[src/rtl/noc_pkg.sv]
// Shared NoC definitions: packet FSM states and credit counter sizing.
package noc_pkg;

  typedef enum logic {
    IDLE = 1'b0,
    BODY = 1'b1
  } pkt_state_e;

  // Width able to hold every credit value from 0 up to the router buffer depth.
  function automatic int credit_width(input int depth);
    return $clog2(depth + 1);
  endfunction

endpackage

[src/rtl/noc_skid_buffer.sv]
// Two-entry flit FIFO. o_ready is registered and tells the producer whether a
// slot will be free on the next cycle, so no combinational valid->ready path.
module noc_skid_buffer #(
  parameter int WIDTH = 8
) (
  input  logic             clk,
  input  logic             rst_n,
  input  logic             i_push,
  input  logic [WIDTH-1:0] i_data,
  input  logic             i_pop,
  output logic [WIDTH-1:0] o_data,
  output logic             o_empty,
  output logic             o_ready
);

  logic [WIDTH-1:0] r_mem [2];
  logic             r_wr_ptr;
  logic             r_rd_ptr;
  logic [1:0]       r_count;
  logic             r_ready;
  logic [1:0]       w_count_nxt;
  logic             w_push;
  logic             w_pop;

  assign w_push  = i_push && r_ready;
  assign w_pop   = i_pop && (r_count != 2'd0);
  assign o_data  = r_mem[r_rd_ptr];
  assign o_empty = (r_count == 2'd0);
  assign o_ready = r_ready;

  // Occupancy after this edge; drives both the count and the registered ready.
  always_comb begin
    w_count_nxt = r_count;
    case ({w_push, w_pop})
      2'b10:   w_count_nxt = r_count + 2'd1;
      2'b01:   w_count_nxt = r_count - 2'd1;
      default: w_count_nxt = r_count;
    endcase
  end

  // Pointer, occupancy and ready bookkeeping.
  always_ff @(posedge clk) begin
    if (!rst_n) begin
      r_wr_ptr <= 1'b0;
      r_rd_ptr <= 1'b0;
      r_count  <= 2'd0;
      r_ready  <= 1'b0;
    end else begin
      if (w_push) r_wr_ptr <= ~r_wr_ptr;
      if (w_pop)  r_rd_ptr <= ~r_rd_ptr;
      r_count <= w_count_nxt;
      r_ready <= (w_count_nxt != 2'd2);
    end
  end

  // Storage; contents are don't-care while the entry is unoccupied.
  always_ff @(posedge clk) begin
    if (w_push) r_mem[r_wr_ptr] <= i_data;
  end

endmodule

[src/rtl/noc_tx_endpoint.sv]
// Transmit endpoint feeding one router local input port with credit-based
// flow control. User flits are queued in a 2-entry buffer and released only
// when the router has a free buffer slot (or is returning one this cycle).
//
// state | meaning
// IDLE  | next flit sent is the head of a new packet
// BODY  | head sent, waiting for the tail flit to leave
module noc_tx_endpoint
  import noc_pkg::*;
#(
  parameter int DEST_WIDTH        = 4,
  parameter int FLIT_WIDTH        = 256,
  parameter int FLIT_BUFFER_DEPTH = 2
) (
  input  logic                  clk,
  input  logic                  rst_n,
  input  logic [FLIT_WIDTH-1:0] s_data,
  input  logic [DEST_WIDTH-1:0] s_dest,
  input  logic                  s_last,
  input  logic                  s_valid,
  output logic                  s_ready,
  output logic [FLIT_WIDTH-1:0] data_out,
  output logic [DEST_WIDTH-1:0] dest_out,
  output logic                  is_tail_out,
  output logic                  send_out,
  input  logic                  credit_in,
  output logic [31:0]           pkt_count
);

  localparam int            CW         = credit_width(FLIT_BUFFER_DEPTH);
  localparam int            EW         = FLIT_WIDTH + DEST_WIDTH + 1;
  localparam logic [CW-1:0] CREDIT_MAX = CW'(FLIT_BUFFER_DEPTH);

  logic                  w_fifo_ready;
  logic                  w_fifo_empty;
  logic                  w_accept;
  logic                  w_send;
  logic [EW-1:0]         w_entry;
  logic [EW-1:0]         w_head;
  logic [DEST_WIDTH-1:0] w_entry_dest;
  logic                  w_head_tail;
  logic [DEST_WIDTH-1:0] w_head_dest;
  logic [FLIT_WIDTH-1:0] w_head_data;

  logic                  r_in_head;
  logic [DEST_WIDTH-1:0] r_in_dest;
  logic [CW-1:0]         r_credits;
  pkt_state_e            r_state;
  logic                  r_send;
  logic [FLIT_WIDTH-1:0] r_data;
  logic [DEST_WIDTH-1:0] r_dest;
  logic                  r_tail;
  logic [31:0]           r_pkt_count;

  assign w_accept     = s_valid && w_fifo_ready;
  assign w_entry_dest = r_in_head ? s_dest : r_in_dest;
  assign w_entry      = {s_last, w_entry_dest, s_data};

  assign w_head_tail  = w_head[EW-1];
  assign w_head_dest  = w_head[FLIT_WIDTH +: DEST_WIDTH];
  assign w_head_data  = w_head[FLIT_WIDTH-1:0];

  // A credit arriving this cycle can be spent immediately even at zero.
  assign w_send = !w_fifo_empty && ((r_credits != '0) || credit_in);

  noc_skid_buffer #(
    .WIDTH (EW)
  ) u_fifo (
    .clk     (clk),
    .rst_n   (rst_n),
    .i_push  (w_accept),
    .i_data  (w_entry),
    .i_pop   (w_send),
    .o_data  (w_head),
    .o_empty (w_fifo_empty),
    .o_ready (w_fifo_ready)
  );

  // Input-side packet tracking: head flits capture s_dest, later flits reuse it.
  always_ff @(posedge clk) begin
    if (!rst_n) begin
      r_in_head <= 1'b1;
      r_in_dest <= '0;
    end else if (w_accept) begin
      r_in_head <= s_last;
      if (r_in_head) r_in_dest <= s_dest;
    end
  end

  // Router buffer credits; a send and a returned credit in one cycle cancel.
  always_ff @(posedge clk) begin
    if (!rst_n) begin
      r_credits <= CREDIT_MAX;
    end else begin
      case ({w_send, credit_in})
        2'b10:   r_credits <= r_credits - CW'(1);
        2'b01:   if (r_credits != CREDIT_MAX) r_credits <= r_credits + CW'(1);
        default: r_credits <= r_credits;
      endcase
    end
  end

  // Packet FSM with registered flit outputs and tail counter.
  always_ff @(posedge clk) begin
    if (!rst_n) begin
      r_state     <= IDLE;
      r_send      <= 1'b0;
      r_data      <= '0;
      r_dest      <= '0;
      r_tail      <= 1'b0;
      r_pkt_count <= '0;
    end else begin
      r_send <= w_send;
      if (w_send) begin
        r_data <= w_head_data;
        r_dest <= w_head_dest;
        r_tail <= w_head_tail;
        if (w_head_tail) r_pkt_count <= r_pkt_count + 32'd1;
        case (r_state)
          IDLE:    if (!w_head_tail) r_state <= BODY;
          BODY:    if (w_head_tail)  r_state <= IDLE;
          default: r_state <= IDLE;
        endcase
      end
    end
  end

  // The router never owns more slots than its buffer depth.
  a_credit_overflow: assert property (@(posedge clk) disable iff (!rst_n)
    !(credit_in && (r_credits == CREDIT_MAX)));

  assign s_ready     = w_fifo_ready;
  assign send_out    = r_send;
  assign data_out    = r_data;
  assign dest_out    = r_dest;
  assign is_tail_out = r_tail;
  assign pkt_count   = r_pkt_count;

endmodule
[config.mk]
export PLATFORM = sky130hd
export DESIGN_NAME = noc_tx_endpoint
export DESIGN_NICKNAME = d
export VERILOG_FILES = /design/src/rtl/noc_pkg.sv /design/src/rtl/noc_skid_buffer.sv /design/src/rtl/noc_tx_endpoint.sv
export SDC_FILE = /design/constraint.sdc
export NUM_CORES = 1
export LEC_CHECK = 0
export BUFFER_PORTS_ARGS = -buffer_cell sky130_fd_sc_hd__buf_2
export CORE_MARGIN = 2
export CORE_UTILIZATION = 50
export DETAILED_ROUTE_END_ITERATION = 10
export PLACE_DENSITY = 0.88
export RECOVER_POWER = 25
export REMOVE_ABC_BUFFERS = 1
export SYNTH_ARGS = -nofsm -noshare
export SYNTH_HDL_FRONTEND = slang
export SYNTH_SLANG_ARGS = --single-unit
[constraint.sdc]
create_clock -name clk -period 12.75 [get_ports clk]
set_input_delay 0.6375 -clock clk [delete_from_list [all_inputs] [get_ports clk]]
set_output_delay 0.6375 -clock clk [all_outputs]
set_load 0.01 [all_outputs]
==> flow_metrics.env <==
export IMPL_relSlewSlack=0.200
export IMPL_cts_tree="done"
export IMPL_whs_ns=0.193
export IMPL_synth_area_um2=29700
export IMPL_fmax_mhz=285
export IMPL_skew_ns=0.0339
export IMPL_fin_util=0.607
export IMPL_yosysTopAreaCellShare=0.528
export IMPL_cts_buffers=81
export IMPL_row_count=89
export IMPL_r2r_setup_slack_ns=9.24
export IMPL_cts_max_level=3
export IMPL_finalSetupViolations=0
export IMPL_fillers=4204
export IMPL_critPathMaxFanout=61
export IMPL_antenna_found_initial=22
export IMPL_seqCellArea_um2=21800
export IMPL_grt_total_usage=0.211
export IMPL_die_area_um2=61300
export IMPL_powerDensity_nw_per_um2=231
export IMPL_ys_types=36
export IMPL_cp_data_arrival_time_ns=4.02
export IMPL_cp_common_cell="buf_4"
export IMPL_fin_cells=3314
export IMPL_start_util=0.504
export IMPL_finalInstanceArea_um2=35800
export IMPL_via_per_inst=5.48
export IMPL_first_iter_violations=1306
export IMPL_first_global_vias=18229
export IMPL_yosys_area_top_type="edfxtp_1"
export IMPL_worst_path_stages=5
export IMPL_cts_hold_buf=0
export IMPL_io_buffers=559
export IMPL_cts_resized=0
export IMPL_die_x_um=248
export IMPL_avgSynthCellArea_um2=15.4
export IMPL_clk_pin_slew_worst_paths_ns=0.07
export IMPL_worstRegToRegCells=5
export IMPL_num_nets_final=2721
export IMPL_fin_crit_sh=0.275
export IMPL_crit_chain="buf_4, buf_4, mux2i_1, nand2_1, o211a_1"
export IMPL_slowest_stage="buf_4"
export IMPL_wire_per_inst_um=20.5
export IMPL_clock_latency_ns=0.63
export IMPL_grt_setup_unrepaired="no"
export IMPL_dp_cells=3144
export IMPL_hold_violations=0
export IMPL_num_vias=18177
export IMPL_outcome="finished, final reports clean"
export IMPL_globalRouteOverflowTotal=0
export IMPL_grt_pass1_wl_mm=99.7
export IMPL_tightest_slew_ns=1.20
export IMPL_synthCells=1924
export IMPL_yosysSeqAreaShare=0.735
export IMPL_multi_input_area_um2=7390
export IMPL_clock_sinks=829
export IMPL_critPathBufInv=2
export IMPL_ioPinCount=560
export IMPL_cp_required_ns=13.26
export IMPL_crit_family="buffers and inverters"
export IMPL_min_path_type="in2reg"
export IMPL_cts_buffer_depth=3
export IMPL_drt_wl_total_mm=68.1
export IMPL_critical_path_endpoint_type="register"
export IMPL_rr_endpoint="data_out[87]"
export IMPL_fin_crit_ns=3.51
export IMPL_post_dp_cell_area_um2=33100
export IMPL_grt_max_degree=229
export IMPL_drv_cap=0
export IMPL_postCtsSetupBuffers=0
export IMPL_synth_seq_cells=829
export IMPL_synthToLayoutAreaGrowth_pct=20.4
export IMPL_cts_root_buf="clkbuf_16"
export IMPL_slew_violations=0
export IMPL_peakVddDrop_v=0.000191
export IMPL_detail_route_antenna_nets=0
export IMPL_layout_drive_gt1_share=0.241
export IMPL_gp_congestion=0.806
export IMPL_fp_dieH_um=248
export IMPL_critical_path_class="reg2reg"
export IMPL_start_kind="register"
export IMPL_place_hpwl_mm=42.0
export IMPL_synthTopCellsByArea="edfxtp_1 53%, dfxtp_1 21%, mux2i_1 8.8%"
export IMPL_synth_warnings=0
export IMPL_leakage_uw=0.0158
export IMPL_drt_pass1_iterations=5
export IMPL_crit_end="data_out[87]"
export IMPL_cpPeakStageDelay_ns=0.94
export IMPL_core_area_um2=58900
export IMPL_post_route_drc_count=0
-- power breakdown --
| group | internal (uW) | total [uW] | switching (uW) |
|---|---|---|---|
| Clock | 1370 | 2370 | 1010 |
| Combinational | 889 | 2170 | 1280 |
| Sequential | 3410 | 3720 | 310 |
| Total | 5670 | 8270 | 2600 |
-- flip-flops by register name, indices dropped and copies added, names as in the netlist, named ones only --
register / flops
u_fifo.r_mem: 522
data_out: 256
pkt_count: 32
dest_out: 4
r_in_dest: 4
r_credits: 2
u_fifo.r_count: 2
is_tail_out: 1
r_in_head: 1
send_out: 1
u_fifo.o_ready: 1
u_fifo.r_rd_ptr: 1
u_fifo.r_wr_ptr: 1
-- stage by stage --
stage               worst slack [ns]  setup TNS (ns)  power [uW]
global placement                9.23               0        5810
detailed placement              9.18               0        5930
global route                    9.05               0        8640
finish                          9.24               0        8270
floorplan                    -0.0884          -11.40        5570
CTS                             9.22               0        8330
-- cells by family after synthesis --
logic type / share of synthesized area
XOR/XNOR: 0.00767
flip-flops: 0.735
AND/OR/NAND/NOR: 0.0555
AO/OA/AOI/OAI: 0.0944
buffers and inverters: 0.0167
multiplexers: 0.0898
adder cells (fa/ha/maj): 0.000843
-- cells in the final DEF (no fill, tap or decap), types with 11 or more instances in the layout --
master	synthesis	layout
mux2i_1	262	262
clkbuf_16	0	83
buf_4	0	12
nand3_1	13	13
nand4_1	14	14
o21ai_0	12	12
clkbuf_8	0	16
and2_1	25	25
buf_2	4	462
o211a_1	261	261
diode_2	0	18
dfxtp_1	307	306
clkbuf_1	118	121
clkinv_2	0	11
nor2_1	17	16
edfxtp_1	522	522
xnor2_1	22	22
nand2_1	278	278
-- cells in the mapped netlist --
master	instances
and4_1	3
mux2_2	4
o21ai_0	12
nor4b_4	1
o211a_1	261
dfxtp_1	307
nand3_1	13
o31ai_1	2
nand2b_1	2
or4_1	1
a21oi_1	2
inv_1	3
a21boi_0	6
clkinv_1	1
or3_1	8
nor3_1	4
xnor2_1	22
a21boi_1	4
and2_1	25
and3_1	5
nand4_1	14
nor3b_1	4
ha_1	2
o211ai_1	1
buf_1	4
clkbuf_1	118
o21a_1	1
nor2_1	17
nand2_1	278
mux2i_1	262
buf_2	4
o32ai_2	1
inv_2	1
xor2_1	4
nor2b_1	5
edfxtp_1	522
-- cell type report --
cell class / count / area share
repair buffers: 573 / 0.0788
well taps: 773 / 0.0270
inverters: 5 / 0.000735
multi-input cells: 964 / 0.207
clock buffers: 124 / 0.0666
clock inverters: 28 / 0.00871
flip-flops and latches: 829 / 0.610
diodes: 18 / 0.00126
-- layer usage --
layer  vias up  track usage  part of all wire
li1       8303            -                 -
met1      8939        0.237              0.36
met2       736        0.361              0.51
met3       179       0.0673             0.086
met4        20        0.105             0.040
met5         -            0            0.0017
-- how the worst min path moves through the flow --
| stage | startpoint | to | slack (ns) | cells after the start |
|---|---|---|---|---|
| after floorplan | r_in_dest[0] | r_in_dest[0] | 0.47 | 2 |
| after global placement | pkt_count[31] | pkt_count[31] | 0.47 | 2 |
| after detailed placement | data_out[52] | data_out[52] | 0.48 | 1 |
| after CTS | s_data[150] | u_fifo.r_mem[0][150] | 0.14 | 1 |
| after global routing | s_data[221] | u_fifo.r_mem[1][221] | 0.16 | 1 |
| final | s_data[150] | u_fifo.r_mem[0][150] | 0.19 | 1 |
Power figures use the tool's default switching activity.
